`src/rtl/uart_loop_ctrl.sv`:
```
`timescale 1ns/1ps
// uart_loop_ctrl: picks the shared baud divider, buffers uart_rx bytes in a FIFO
// and replays them through uart_tx in arrival order.
module uart_loop_ctrl #(
    parameter int DATA_WIDTH = 8,
    parameter int CLK_FREQ   = 50000000,
    parameter int FIFO_DEPTH = 16,
    parameter int ADDR_W     = 4
) (
    input  logic                  clk,
    input  logic                  rst_n,
    input  logic [1:0]            baud_sel,
    input  logic                  rx_busy,
    input  logic                  rx_done,
    input  logic [DATA_WIDTH-1:0] rx_data,
    input  logic                  tx_busy,
    output logic                  tx_en,
    output logic [DATA_WIDTH-1:0] tx_data,
    output logic [15:0]           uart_cnt,
    output logic [ADDR_W:0]       fifo_cnt,
    output logic                  overflow,
    input  logic                  ovf_clr,
    output logic                  tx_timeout
);

    typedef enum logic [2:0] {
        IDLE,
        LOAD,
        START,
        WAIT_BUSY,
        WAIT_DONE
    } state_t;

    localparam logic [ADDR_W:0] DEPTH_CNT = (ADDR_W+1)'(FIFO_DEPTH);
    localparam logic [1:0]      WAIT_LAST = 2'd3;

    function automatic logic [15:0] baud_div(input logic [1:0] sel);
        case (sel)
            2'd0:    return 16'(CLK_FREQ / 9600);
            2'd1:    return 16'(CLK_FREQ / 19200);
            2'd2:    return 16'(CLK_FREQ / 57600);
            default: return 16'(CLK_FREQ / 115200);
        endcase
    endfunction

    state_t                state, state_nxt;
    logic [1:0]            wait_cnt, wait_cnt_nxt;
    logic                  pop;
    logic                  timeout_set;
    logic [1:0]            baud_sel_p0;
    logic [DATA_WIDTH-1:0] mem [FIFO_DEPTH];
    logic [ADDR_W-1:0]     wr_ptr, rd_ptr;
    logic                  full;
    logic                  push;
    logic                  drop;
    logic                  baud_ok;

    // A full FIFO still takes the byte when LOAD frees a slot in the same cycle.
    assign full    = (fifo_cnt == DEPTH_CNT);
    assign push    = rx_done && (!full || pop);
    assign drop    = rx_done && full && !pop;
    assign baud_ok = (state == IDLE) && (fifo_cnt == '0) && !rx_busy && !tx_busy;
    assign tx_en   = (state == START);

    always_comb begin
        state_nxt    = state;
        wait_cnt_nxt = wait_cnt;
        pop          = 1'b0;
        timeout_set  = 1'b0;
        case (state)
            IDLE: begin
                if (fifo_cnt != '0 && !tx_busy) state_nxt = LOAD;
            end
            LOAD: begin
                pop       = 1'b1;
                state_nxt = START;
            end
            START: begin
                wait_cnt_nxt = '0;
                state_nxt    = WAIT_BUSY;
            end
            WAIT_BUSY: begin
                if (tx_busy) begin
                    state_nxt = WAIT_DONE;
                end else if (wait_cnt == WAIT_LAST) begin
                    timeout_set = 1'b1;
                    state_nxt   = IDLE;
                end else begin
                    wait_cnt_nxt = wait_cnt + 2'd1;
                end
            end
            WAIT_DONE: begin
                if (!tx_busy) state_nxt = IDLE;
            end
            default: state_nxt = IDLE;
        endcase
    end

    // Stage p0: FSM, FIFO bookkeeping and registered baud selection.
    always_ff @(posedge clk or negedge rst_n) begin
        if (!rst_n) begin
            state       <= IDLE;
            wait_cnt    <= '0;
            baud_sel_p0 <= 2'd3;
            uart_cnt    <= baud_div(2'd3);
            wr_ptr      <= '0;
            rd_ptr      <= '0;
            fifo_cnt    <= '0;
            overflow    <= 1'b0;
            tx_timeout  <= 1'b0;
            tx_data     <= '0;
        end else begin
            state       <= state_nxt;
            wait_cnt    <= wait_cnt_nxt;
            baud_sel_p0 <= baud_sel;
            tx_timeout  <= timeout_set;
            if (baud_ok) uart_cnt <= baud_div(baud_sel_p0);
            if (push) wr_ptr <= wr_ptr + 1'b1;
            if (pop) begin
                rd_ptr  <= rd_ptr + 1'b1;
                tx_data <= mem[rd_ptr];
            end
            case ({push, pop})
                2'b10:   fifo_cnt <= fifo_cnt + 1'b1;
                2'b01:   fifo_cnt <= fifo_cnt - 1'b1;
                default: fifo_cnt <= fifo_cnt;
            endcase
            if (drop) overflow <= 1'b1;
            else if (ovf_clr) overflow <= 1'b0;
        end
    end

    always_ff @(posedge clk) begin
        if (push) mem[wr_ptr] <= rx_data;
    end

endmodule

```
`config.mk`:
```
export PLATFORM = sky130hd
export DESIGN_NAME = uart_loop_ctrl
export DESIGN_NICKNAME = d
export VERILOG_FILES = /design/src/rtl/uart_loop_ctrl.sv
export SDC_FILE = /design/constraint.sdc
export NUM_CORES = 1
export LEC_CHECK = 0
export CORE_AREA = 4 4 139 141
export CTS_CLUSTER_DIAMETER = 200
export DETAILED_ROUTE_END_ITERATION = 10
export DIE_AREA = 0 0 143 145
export GPL_TIMING_DRIVEN = 0
export PLACE_DENSITY_LB_ADDON = 0.25
export RECOVER_POWER = 50
export SYNTH_ARGS = -nofsm -noshare
export SYNTH_HDL_FRONTEND = slang
export SYNTH_SLANG_ARGS = --single-unit
```
`constraint.sdc`:
```
create_clock -name clk -period 5.3 [get_ports clk]
set_input_delay 1.06 -clock clk [delete_from_list [all_inputs] [get_ports clk]]
set_output_delay 1.06 -clock clk [all_outputs]
set_load 0.01 [all_outputs]
```
Word-level counts from Yosys, hierarchy flattened:

Memories as Yosys holds them, arrays and structs flattened. A register that Yosys moved wholly into a read port is not among the register bits.
Cells that the tools add are included.
W data, S select, Z words.

* flip-flop bits (word level): 38
* memory bits (writable): 128
* input port bits: 16
* output and inout port bits: 32
* logic and storage cells: 70
* memories kept: 1

Memory list
* mem: words 16, bits a word 8, read ports 1, clocked after Yosys merged registers in 1, write ports 1, RTL line 51 `logic [DATA_WIDTH-1:0] mem [FIFO_DEPTH];`

* add/subtract/negate cells: 5
* eq/ne operators: 15
* multiplexer cells: 18
* reduce and logical (&&, ||, !) cells: 22

Operators with widths (number)
* $pmux W13 S3: 1
* $pmux W3 S5: 1
* $mux W3: 4
* $pmux W5 S2: 1
* $add A4 B1 Y4 const B: 2
* $mux W1: 8
* $logic_and A1 B1 Y1: 7
* $eq A2 B2 Y1 const B: 3
* $eq A3 B2 Y1 const B: 2
* $ne A2 B2 Y1 const B: 3
* $reduce_and A3 Y1: 2
* $reduce_bool A2 Y1: 3
* $add A5 B1 Y5 const B: 1
* $eq A5 B5 Y1 const B: 1
* $logic_not A1 Y1: 5
* $logic_not A5 Y1: 1
* $reduce_bool A5 Y1: 1
* $sub A5 B1 Y5 const B: 1
* $eq A2 B1 Y1 const B: 2
* $mux W2: 2
* $pmux W2 S2: 1
* $eq A3 B1 Y1 const B: 1
* $eq A3 B3 Y1 const B: 1
* $logic_not A3 Y1: 1
* 5 further kinds: 5

Longest topological paths before layout:

* depth after elaboration: 6
* mapped depth: 9
* gate-level depth less buffers: 7

Worst setup path after synthesis:

OpenSTA, ideal clock, no wires.

* path kind: input to register
* start: input port rx_done
* end: register fifo_cnt[4]
* library setup time: 141 ps
* arrival time: 2587 ps
* data required time: 5159 ps
* path slack: 2572 ps
* cell stages on the path: 8
* path buffers: 1
* cells stage by stage: or4b_1 > buf_2 > xnor2_1 > ha_1 > o31ai_1 > nand2_1 > o221ai_1 > o221ai_1

* word-level cells in the longest chain between the ends: 3
* elaborated cells on any way between the ends: 5
* classes of those cells: 2 x eq/ne; 1 x mux; 2 x reduce/logical

Ends and longest elaborated chain
* from (decl): RTL line 14 `input logic rx_done,`
* $logic_and A1 B1 Y1 (*): RTL line 60 `assign push = rx_done && (!full || pop);`
* $eq A2 B1 Y1 or $eq A2 B2 Y1 (tied branches): RTL line 123 `case ({push, pop})`
* $pmux W5 S2 or $reduce_bool A2 Y1 (tied branches)
* to (signal assigned): RTL line 124 `2'b10: fifo_cnt <= fifo_cnt + 1'b1;`
* to (signal assigned): RTL line 125 `2'b01: fifo_cnt <= fifo_cnt - 1'b1;`
* to (signal assigned): RTL line 126 `default: fifo_cnt <= fifo_cnt;`
* to (decl): RTL line 20 `output logic [ADDR_W:0] fifo_cnt,`

Mark *: on every way between the ends. The rest lies on a longest branch, timed or not.
A chain may end at the register's enable or synchronous reset.

Final worst setup path:

* start: input port rx_done
* end: memory mem[15][1] (enable)

* word-level cells in the longest chain between the ends: 3

Ends and longest elaborated chain
* $logic_and A1 B1 Y1: RTL line 60
* $mux W1: RTL line 134 `if (push) mem[wr_ptr] <= rx_data;`
* $mux W1 (implied by the code): RTL line 134
* to (decl): RTL line 51

No other way between the ends.

==> run summary <==
In the routed design, unresolved DRC markers number 0. From bottom edge to top edge, the die measures 145 um. The routed length per placed instance came out at roughly 20 um. Post-CTS repair changed the size of 0 cells. The maximum buffer depth of the clock tree is 2. The maximum fanout along the worst path came out at 8. The count of standard-cell rows is 49. Setup repair after global routing left no endpoint under its margin. Counting the buffers created by CTS gives 17. The portion of the clock cycle consumed by the worst path in the final layout came out at between 60% and 70%. The total count of max-transition violations in the final report is 40. The critical path class is in -> reg. For this run, the total global-route usage over all layers was measured as 14.0%. Measured against its own limit, the worst slew margin works out to -41.2%. The HPWL reported at the end of detailed placement is 9240 um. The H-tree depth is 4. The CTS clock-pin slew for the worst setup and hold paths came out at 0.07 ns. The final-report hold violation count came out at 0. The power consumption is roughly 0.0043 W. The worst slack after detailed placement is 1.36 ns. In the synthesized netlist the dominant register cell turns out to be sky130_fd_sc_hd__edfxtp_1. The cell area that synthesis handed to floorplanning was around 7000 um^2.

Derived from the worst setup path, the maximum achievable clock frequency is 308 MHz. The flow ran to the end, but the final reports show violations. The worst setup path is captured at a register. In this run the standard cell core region covers 18000 um^2.

The first global-routing pass estimated 21600 um of wire. The aggregate global routing overflow is 0. TritonCTS built the clock tree.

The fraction of synthesized cell area taken by the top area cell type came out at 55.1%. The placed instances occupy a cell area of 7690 um^2. The post-route cell area is 8270 um^2. The via count of the first global-routing pass came out at about 3800. The maximum resistive drop on vdd is 0.308 mV. The power per cell area came out at around 520 nW/um^2. The worst path arrival time came out at between 3 and 4 ns. The number of warnings issued by yosys is 0. The number of flip-flops and latches in the synthesized netlist is roughly 170. The transition at the pin with the smallest max-transition slack came out at 2.12 ns.

The share of synthesized area occupied by flip-flops and latches is about 69%. The total wire length after detailed routing is 14000 um. In the post-synthesis netlist, the biggest area contributors are sky130_fd_sc_hd__edfxtp_1, sky130_fd_sc_hd__dfrtp_1, sky130_fd_sc_hd__mux4_2. The final setup skew is between 0.008 and 0.009 ns. Counting distinct cell types in the post-synthesis netlist gives 51.

In this run the worst hold path is classified as reg -> reg. For this run, asynchronously set or reset flops after synthesis account for 23.4%. The analysis attributes to cell leakage a power of 2.91 nW.

The tree built by TritonCTS fans out to 167 sinks. The type of origin of the critical path is an input pin. Of all cell types, the one taking the most synthesized area is sky130_fd_sc_hd__edfxtp_1.

The post-layout net count came out at just over 500. The global placer's final weighted congestion came out at 0.760. The worst path in the final design needs a cycle of 3.25 ns, including I/O delays and setup. Setup slack closes at 2.05 ns. The pin count of the biggest net entering global routing came out at 40.

The final reports fail on capacitance limit, slew limit. The worst hold slack is 0.481 ns. The number of buffers inserted for hold repair after clock tree synthesis is 0. The total of endpoints with negative setup slack in the final report is 0. The insertion delay to the later sink of the worst-skew pair is 0.42 ns. The via count came out at ~3700. The total negative slack came out at 0 ns. For this run, the detailed router's first-pass iteration total came to 4.

The area of the die is 20700 um^2. The via count normalized by instance count came out at approximately 5.2. Counting flops with a built-in enable in the synthesized netlist gives 128. The layout-stage area growth over the synthesis result came out at 18.6%. STA puts the critical path data required time at 5.34 ns. In this run the count of I/O pins placed on the die edge is 48. The tree is rooted in a sky130_fd_sc_hd__clkbuf_16. The most common cell in the synthesized netlist is sky130_fd_sc_hd__edfxtp_1. In this run the horizontal extent of the chip is 143 um. The proportion of layout cells with a drive suffix above 1 came out at between 15 and 20%. The initial standard-cell utilization of the core is roughly two fifths. The remaining number of nets flagged by the antenna check after routing came out at 0. Max-cap violations in this run came to 1. The mean post-synth cell area is 17.0 um^2. The number of DRC markers after the initial detailed-route iteration is 172. The number of antenna violations at the first check in global routing came out at 1. The number of instances in the synthesized netlist came out at 410. The count of port buffers added during placement is 42. The number of setup buffers added after CTS is 0. Ranked by instance count, the synthesized netlist is headed by sky130_fd_sc_hd__edfxtp_1, sky130_fd_sc_hd__dfrtp_1, sky130_fd_sc_hd__nand2_1.
==> per-layer routing <==
metal	routed length, um	global-route usage (%)	up-vias
li1	-	-	1705
met1	6190	18.6	1918
met2	6940	22.5	86
met3	695	3.85	10
met4	155	4.09	0
met5	0	0	-
==> final timing paths <==
check | end | start | slack (ns) | cells after the start
max | mem[15][1]$_DFFE_PP_ | rx_done | 2.05 | 5
min | uart_cnt[8]$_DFFE_PN1P_ | uart_cnt[8]$_DFFE_PN1P_ | 0.48 | 2
max reg2reg | mem[15][1]$_DFFE_PP_ | state[2]$_DFFE_PN0P_ | 2.29 | 5
min reg2reg | uart_cnt[8]$_DFFE_PN1P_ | uart_cnt[8]$_DFFE_PN1P_ | 0.48 | 2
max in group asynchronous | tx_data[5]$_DFFE_PN0N_ | rst_n | 2.84 | 1
min in group asynchronous | fifo_cnt[2]$_DFFE_PN0P_ | rst_n | 1.25 | 1
==> area by class of cell <==
type | count | area [um^2]
Clock inverter | 14 | 161
Buffer | 31 | 181
Timing Repair Buffer | 44 | 429
Fill cell | 1531 | 9690
Antenna cell | 1 | 2.50
Sequential cell | 167 | 4830
Tap cell | 229 | 287
Inverter | 8 | 30.0
Clock buffer | 17 | 425
Multi-Input combinational cell | 207 | 1930
==> worst max-delay path, stage by stage <==
cell and delay (ns):
sky130_fd_sc_hd__clkdlybuf4s50_1 0.52, sky130_fd_sc_hd__inv_1 0.09, sky130_fd_sc_hd__a31oi_1 0.52, sky130_fd_sc_hd__nand2_1 0.31
sky130_fd_sc_hd__nor2_1 0.78
==> placed cells by master (no fill, tap or decap), drive strengths merged, types with 2 or more instances in the layout <==
master	synthesis	final
edfxtp	128	128
dfrtp	33	33
clkdlybuf4s50	0	31
clkbuf	9	31
mux4	30	30
nand2	29	29
nor2	25	25
buf	22	20
inv	8	15
ha	14	14
mux2	13	13
nor3	13	13
mux2i	11	11
dlygate4sd3	0	10
xnor2	9	9
o21ai	7	7
a221o	7	7
dfstp	6	6
nor2b	5	5
conb	1	4
nor3b	3	3
nand2b	3	3
o31ai	3	3
a21oi	3	3
clkinvlp	0	3
nor4	2	2
a31oi	2	2
a21boi	2	2
and2	2	2
a22oi	2	2
o221ai	2	2
nand4	2	2
bufinv	0	2
clkinv	0	2
==> flip-flops by register name (all words and copies together) (netlist names) <==
name	count
baud_sel_p0	2
wr_ptr	4
tx_timeout	1
overflow	1
mem	128
rd_ptr	4
wait_cnt	2
fifo_cnt	5
tx_data	8
uart_cnt	9
state	3
==> stage by stage <==
stage	std cells	util, %
final	718	46.0
after global routing	718	46.0
after CTS	715	46.1
after detailed placement	684	42.8
after global placement	684	42.8
after floorplan	413	-
==> power breakdown <==
| part | internal, W | switching [W] | total [W] |
|---|---|---|---|
| clock | 0.000704 | 0.000529 | 0.00123 |
| combinational | 0.000653 | 0.000698 | 0.00135 |
| sequential | 0.00162 | 0.000104 | 0.00173 |
| total | 0.00298 | 0.00133 | 0.00431 |
==> kinds of logic after synthesis <==
| family | after synthesis | synth area share, % |
|---|---|---|
| multiplexers | 54 | 13.7 |
| AO/OA/AOI/OAI | 37 | 4.07 |
| flip-flops | 167 | 69.2 |
| AND/OR/NAND/NOR | 89 | 6.17 |
| other | 1 | 0.0538 |
| XOR/XNOR | 9 | 1.13 |
| buffers and inverters | 39 | 3.14 |
| adder cells (fa/ha/maj) | 14 | 2.51 |
(Power assumes the default switching activity.)
